==> src/rtl/fxp_pkg.sv <==
// Fixed-point helpers shared by requantizing / clipping stages.
package fxp_pkg;

  function automatic longint out_max(input int width);
    return (longint'(1) <<< (width - 1)) - 1;
  endfunction

  function automatic longint out_min(input int width);
    return -(longint'(1) <<< (width - 1));
  endfunction

  // Positive: fractional bits removed; zero or negative: bits appended.
  function automatic int drop_bits(input int in_point, input int out_point);
    return in_point - out_point;
  endfunction

  function automatic logic half_even_up(input logic guard, input logic sticky, input logic lsb);
    return guard & (sticky | lsb);
  endfunction

endpackage

==> src/rtl/signed_requant_round_if.sv <==
// Sample stream in, requantized stream plus frame saturation report out.
interface signed_requant_round_if #(
  parameter int DIN_WIDTH  = 16,
  parameter int DOUT_WIDTH = 8,
  parameter int CNT_WIDTH  = 16
);
  logic signed [DIN_WIDTH-1:0] din;
  logic                        din_valid;
  logic                        din_last;
  logic [DOUT_WIDTH-1:0]       dout;
  logic                        dout_valid;
  logic                        dout_last;
  logic                        dout_sat;
  logic [CNT_WIDTH-1:0]        sat_count;
  logic                        sat_count_valid;

  modport master (
    output din, din_valid, din_last,
    input  dout, dout_valid, dout_last, dout_sat, sat_count, sat_count_valid
  );

  modport slave (
    input  din, din_valid, din_last,
    output dout, dout_valid, dout_last, dout_sat, sat_count, sat_count_valid
  );
endinterface

==> src/rtl/sat_event_counter.sv <==
// Sticky saturation-event counter with frame-end snapshot and clear.
module sat_event_counter #(
  parameter int CNT_WIDTH = 16
) (
  input  logic                 clk,
  input  logic                 rst,
  input  logic                 inc,
  input  logic                 frame_end,
  output logic [CNT_WIDTH-1:0] count,
  output logic                 count_valid
);
  logic [CNT_WIDTH-1:0] cnt;
  logic [CNT_WIDTH-1:0] cnt_nxt;

  // Saturates at all-ones; the snapshot includes the frame-end sample itself.
  always_comb begin
    cnt_nxt = (cnt == '1) ? cnt : cnt + CNT_WIDTH'(inc);
  end

  always_ff @(posedge clk) begin
    if (rst) begin
      cnt         <= '0;
      count       <= '0;
      count_valid <= 1'b0;
    end else begin
      count_valid <= frame_end;
      if (frame_end) begin
        count <= cnt_nxt;
        cnt   <= '0;
      end else begin
        cnt <= cnt_nxt;
      end
    end
  end
endmodule

==> src/rtl/signed_requant_round.sv <==
// Three-stage signed requantizer: split, round-half-even, saturate; with
// per-sample clip flag and per-frame clip count.
module signed_requant_round
  import fxp_pkg::*;
#(
  parameter int DIN_WIDTH  = 16,
  parameter int DIN_POINT  = 8,
  parameter int DOUT_WIDTH = 8,
  parameter int DOUT_POINT = 4,
  parameter int CNT_WIDTH  = 16
) (
  input logic clk,
  input logic rst,
  signed_requant_round_if.slave bus
);
  localparam int STAGES = 3;
  localparam int DROP   = drop_bits(DIN_POINT, DOUT_POINT);
  localparam int TW     = (DROP > 0) ? DIN_WIDTH : DIN_WIDTH - DROP;
  localparam int SW     = TW + 1;
  localparam int CW     = ((SW > DOUT_WIDTH) ? SW : DOUT_WIDTH) + 1;
  localparam logic signed [CW-1:0] MAX_V = CW'(out_max(DOUT_WIDTH));
  localparam logic signed [CW-1:0] MIN_V = CW'(out_min(DOUT_WIDTH));

  if (DOUT_WIDTH - DOUT_POINT < 1 || DIN_WIDTH < 2) begin : g_bad_cfg
    $error("signed_requant_round: need DOUT_WIDTH-DOUT_POINT >= 1 and DIN_WIDTH >= 2");
  end

  logic [STAGES:1]       vld_pipe;
  logic [STAGES:1]       last_pipe;
  logic signed [TW-1:0]  trunc_c;
  logic                  guard_c;
  logic                  sticky_c;
  logic signed [TW-1:0]  s1_trunc;
  logic                  s1_guard;
  logic                  s1_sticky;
  logic                  round_up;
  logic signed [SW-1:0]  s2_sum;
  logic signed [CW-1:0]  sum_ext;
  logic                  sat_hi;
  logic                  sat_lo;

  if (DROP > 0) begin : g_narrow
    assign trunc_c = bus.din >>> DROP;
    assign guard_c = bus.din[DROP-1];
    if (DROP > 1) begin : g_sticky
      assign sticky_c = |bus.din[DROP-2:0];
    end else begin : g_no_sticky
      assign sticky_c = 1'b0;
    end
  end else begin : g_widen
    assign trunc_c  = TW'(bus.din) << (-DROP);
    assign guard_c  = 1'b0;
    assign sticky_c = 1'b0;
  end

  assign round_up = half_even_up(s1_guard, s1_sticky, s1_trunc[0]);
  // One bit of headroom means the rounding carry can never wrap.
  assign sum_ext  = CW'(s2_sum);
  assign sat_hi   = sum_ext > MAX_V;
  assign sat_lo   = sum_ext < MIN_V;

  always_ff @(posedge clk) begin
    s1_trunc  <= trunc_c;
    s1_guard  <= guard_c;
    s1_sticky <= sticky_c;
    s2_sum    <= SW'(s1_trunc) + {{(SW-1){1'b0}}, round_up};
  end

  always_ff @(posedge clk) begin
    if (rst) begin
      vld_pipe     <= '0;
      last_pipe    <= '0;
      bus.dout     <= '0;
      bus.dout_sat <= 1'b0;
    end else begin
      vld_pipe     <= {vld_pipe[STAGES-1:1], bus.din_valid};
      last_pipe    <= {last_pipe[STAGES-1:1], bus.din_valid & bus.din_last};
      bus.dout_sat <= vld_pipe[2] & (sat_hi | sat_lo);
      if (vld_pipe[2])
        bus.dout <= sat_hi ? MAX_V[DOUT_WIDTH-1:0] :
                    sat_lo ? MIN_V[DOUT_WIDTH-1:0] : sum_ext[DOUT_WIDTH-1:0];
    end
  end

  assign bus.dout_valid = vld_pipe[STAGES];
  assign bus.dout_last  = last_pipe[STAGES];

  sat_event_counter #(.CNT_WIDTH(CNT_WIDTH)) u_sat_cnt (
    .clk        (clk),
    .rst        (rst),
    .inc        (vld_pipe[2] & (sat_hi | sat_lo)),
    .frame_end  (vld_pipe[2] & last_pipe[2]),
    .count      (bus.sat_count),
    .count_valid(bus.sat_count_valid)
  );
endmodule

==> src/flat_wrapper.sv <==
// flat-port wrapper written by rule: the top's interface ports become plain ports
module signed_requant_round_flat import fxp_pkg::*;
#(
  parameter int DIN_WIDTH  = 16,
  parameter int DIN_POINT  = 8,
  parameter int DOUT_WIDTH = 8,
  parameter int DOUT_POINT = 4,
  parameter int CNT_WIDTH  = 16
)
  (clk, rst, bus_din, bus_din_valid, bus_din_last, bus_dout, bus_dout_valid, bus_dout_last, bus_dout_sat, bus_sat_count, bus_sat_count_valid);
  signed_requant_round_if #(.DIN_WIDTH(DIN_WIDTH), .DOUT_WIDTH(DOUT_WIDTH), .CNT_WIDTH(CNT_WIDTH)) bus_i ();
  input logic clk;
  input logic rst;
  input wire logic [$bits(bus_i.din)-1:0] bus_din;
  input wire logic [$bits(bus_i.din_valid)-1:0] bus_din_valid;
  input wire logic [$bits(bus_i.din_last)-1:0] bus_din_last;
  output wire logic [$bits(bus_i.dout)-1:0] bus_dout;
  output wire logic [$bits(bus_i.dout_valid)-1:0] bus_dout_valid;
  output wire logic [$bits(bus_i.dout_last)-1:0] bus_dout_last;
  output wire logic [$bits(bus_i.dout_sat)-1:0] bus_dout_sat;
  output wire logic [$bits(bus_i.sat_count)-1:0] bus_sat_count;
  output wire logic [$bits(bus_i.sat_count_valid)-1:0] bus_sat_count_valid;
  assign bus_i.din = bus_din;
  assign bus_i.din_valid = bus_din_valid;
  assign bus_i.din_last = bus_din_last;
  assign bus_dout = bus_i.dout;
  assign bus_dout_valid = bus_i.dout_valid;
  assign bus_dout_last = bus_i.dout_last;
  assign bus_dout_sat = bus_i.dout_sat;
  assign bus_sat_count = bus_i.sat_count;
  assign bus_sat_count_valid = bus_i.sat_count_valid;
  signed_requant_round #(.DIN_WIDTH(DIN_WIDTH), .DIN_POINT(DIN_POINT), .DOUT_WIDTH(DOUT_WIDTH), .DOUT_POINT(DOUT_POINT), .CNT_WIDTH(CNT_WIDTH)) u_core (.clk(clk), .rst(rst), .bus(bus_i));
endmodule
==> config.mk <==
export PLATFORM = sky130hd
export DESIGN_NAME = signed_requant_round_flat
export DESIGN_NICKNAME = d
export VERILOG_FILES = /design/src/rtl/fxp_pkg.sv /design/src/rtl/signed_requant_round_if.sv /design/src/rtl/sat_event_counter.sv /design/src/rtl/signed_requant_round.sv /design/src/flat_wrapper.sv
export SDC_FILE = /design/constraint.sdc
export NUM_CORES = 1
export LEC_CHECK = 0
export ABC_AREA = 0
export CORE_MARGIN = 4
export CORE_UTILIZATION = 47
export DETAILED_ROUTE_END_ITERATION = 8
export GPL_ROUTABILITY_DRIVEN = 0
export PLACE_DENSITY = 0.76
export RECOVER_POWER = 50
export SLEW_MARGIN = 10
export SYNTH_ARGS = -nofsm -noshare
export SYNTH_HDL_FRONTEND = slang
export SYNTH_HIERARCHICAL = 1
export SYNTH_SLANG_ARGS = --single-unit
==> constraint.sdc <==
create_clock -name clk -period 2.4 [get_ports clk]
set_input_delay 0.36 -clock clk [delete_from_list [all_inputs] [get_ports clk]]
set_output_delay 0.36 -clock clk [all_outputs]
set_load 0.1 [all_outputs]
==> results_dict.tcl <==
set metrics [dict create \
    status "finished, final reports clean" \
    syn_nets 318 \
    syn_area_um2 2890 \
    totalPowerFinal_mw 2.44 \
    final_common_cell "dfxtp_1" \
    cts_buffers 9 \
    fin_area_um2 3540 \
    layout_common_cells "dfxtp_1, nor2_1, clkbuf_1" \
    peakVddDrop_mv 0.411 \
    fin_skew_ps 11.4 \
    die_w_um 86.5 \
    cap_viol_max_count 0 \
    placed_area_um2 3380 \
    first_global_vias 2217 \
    initial_core_util_pct 48.6 \
    utilization_pct 59.4 \
    port_buffers 47 \
    p_sw_mw 0.609 \
    whs_ps 439 \
    hpwlAfterDp_mm 4.20 \
    grt_use_total_pct 16.6 \
    syn_to_final_growth_pct 22.4 \
    ff2ff_path_depth 10 \
    layout.nets 375 \
    yosysSeqAreaShare_pct 51.9 \
    clock_path_buffers 2 \
    cp.required_ps 2680 \
    worst_slew_pin_slew_ps 1180 \
    switching_share_pct 24.9 \
    seqCellArea_um2 1500 \
    hold_class "reg2reg" \
    first_pass_iters 4 \
    num_rows 28 \
    dieArea_um2 7470 \
    multiInputGateArea_um2 1290 \
    tritoncts "yes" \
    grt_max_degree 18 \
    drc 0 \
    synthArstFlopShare_pct 0 \
    setup_viol 0 \
    pwr-share-seq_pct 53.3 \
    pwr-share-clk_pct 40.6 \
    clk_latency_ps 350 \
    rsz0062_at_grt "no" \
    fillers 549 \
    ant_nets 0 \
    path_max_fanout 5 \
    dpl_worst_slack_ps -13.2 \
    dr.first_iter.drc_count 90 \
    yosysWarnings 6 \
    start_kind "flop" \
    avgRoutedWirePerCell_um 13.5 \
    fin_crit_sh_pct 93.2 \
    min_path_cells 1 \
    timing.final.crit_period_ps 2240 \
    cp.arrival_ps 2520 \
    synth_cell_types 58 \
    hold_violations 0 \
    vias_per_cell 5.44 \
    htreeDepth 3 \
    grt_pass1_wl_mm 9.60 \
    crit_type "reg2reg" \
    cts_root_buf "clkbuf_8" \
    power_frac_comb_pct 6.1 \
    ioPinCount 48 \
    powerDensity_nw_per_um2 690 \
    ys_seq_elements 75 \
    endpoint_kind "flop" \
    num_vias 2343 \
    syn_area_per_cell_um2 9.84 \
    synth_cells 294 \
    diodes 0 \
    fp.dieH_um 86.5 \
    yosys_most_used_dff "dfxtp_1" \
    core_um2 5960 \
    clkSlewWorstSetupHoldPaths_ps 80 \
    max_freq_mhz 447 \
    grt.overflow.total 0 \
    layout_setup_ws_ps 162 \
    antenna_found_initial 0 \
    p_int_mw 1.83 \
    synth_edf_count 0 \
    relSlewSlack_pct 21.6 \
    drt-total-wl_mm 5.82 \
    drive_gt1_share_pct 16.0 \
    drv_slew 0 \
    p_leak_nw 1.24 \
    clock_sinks 75 \
]
[cell families (layout without fill, tap and decap cells)]
kind of cell               Yosys count  after routing  synth area share, %
and+or+nand+nor                    117            117                 23.4
xor gates and xnor gates            10             10                 3.03
AOI/OAI and AO/OA                   61             61                 15.3
muxes                                1              1                0.346
DFF                                 75             75                 51.9
buffers and inverters               26             88                 4.28
adders and majority gates            4              4                 1.73
[power groups by stage]
| stage | clock, mW | combinational, mW | sequential, mW |
|---|---|---|---|
| 3_5_place_dp | 0 | 0.160 | 1.33 |
| 2_1_floorplan | 0 | 0.0527 | 1.38 |
| 6_report | 0.992 | 0.148 | 1.30 |
| 4_1_cts | 1.02 | 0.161 | 1.30 |
| 5_1_grt | 1.09 | 0.159 | 1.31 |
| 3_3_place_gp | 0 | 0.158 | 1.33 |
[layout make-up]
cell class                 instances  share of cell area [%]
timing repair buffer              57                    11.1
inverter                          15                    1.59
clock inverter                     7                    2.33
tap                               75                    2.65
clock buffer                       9                    3.50
multi-input combinational        193                    36.4
sequential                        75                    42.5
[flip-flops by register name (all words and copies together) (netlist names)]
name	cells
u_core/bus.dout	8
u_core/s1_sticky	1
u_core/s2_sum	13
u_core/bus.dout_sat	1
u_core/s1_trunc	12
u_core/s1_guard	1
u_core/u_sat_cnt/count_valid	1
u_core/u_sat_cnt/count	16
u_core/u_sat_cnt/cnt	16
u_core/vld_pipe	3
u_core/last_pipe	3
[synth_stat cells (3+ instances only)]
master	number	area, um2
o21ai_0	8	40.0
dfxtp_1	75	1500
a21oi_1	13	65.1
ha_1	4	50.1
nand4_1	12	75.1
nor3_1	4	20.0
a31oi_1	3	18.8
a211oi_1	3	22.5
or3_1	5	31.3
nand3_1	7	35.0
o32ai_1	7	61.3
buf_2	3	15.0
nor2_1	35	131
nand2b_1	4	25.0
nor2b_1	8	50.1
a311oi_1	6	52.6
o31ai_1	4	30.0
or4_1	4	30.0
inv_1	15	56.3
xor2_1	4	35.0
nand2_1	13	48.8
or2_2	3	18.8
nand3_2	3	30.0
xnor2_1	6	52.6
clkbuf_1	5	18.8
[stage by stage]
step	TNS (ps)	instances
3_5_place_dp	-13.2	413
3_3_place_gp	0	413
6_report	0	431
2_1_floorplan	0	294
4_1_cts	0	429
5_1_grt	0	431
[path summary, 6_finish.rpt]
path | startpoint | to | slack, ps
max | u_core/s2_sum[11] | u_core/u_sat_cnt/count[12] | 160
min | u_core/last_pipe[1] | u_core/last_pipe[2] | 440
max reg2reg | u_core/s2_sum[11] | u_core/u_sat_cnt/count[12] | 160
min reg2reg | u_core/last_pipe[1] | u_core/last_pipe[2] | 440
[worst max-delay path, stage by stage (launching register included)]
cell     delay, ps
dfxtp_1        340
nor3_1          60
a21oi_2        150
nor2_1          80
nor2b_1        120
ha_2           230
ha_4           160
nand3_4         80
or4_4          460
a311o_1        370
a31oi_1        130
[per-layer routing]
layer | vias to the layer above | share of wire, % | track usage (%)
met5 | - | 0 | 0
met2 | 62 | 51 | 29.5
met3 | 9 | 6.2 | 6.56
met1 | 1097 | 42 | 17.1
met4 | 0 | 1.2 | 7.37
li1 | 1175 | - | -
[timing repair]
item | 4_1_cts | 5_1_grt
endpoints found under the hold margin | 0 | 0
hold buffers | 0 | 0
pin swaps | 1 | 2
cloned | 0 | 0
setup endpoints to repair | 2 | 7
gates resized for setup | 3 | 6
buffers inserted | 0 | 2
Note: power is estimated with default switching activity, not from simulation.
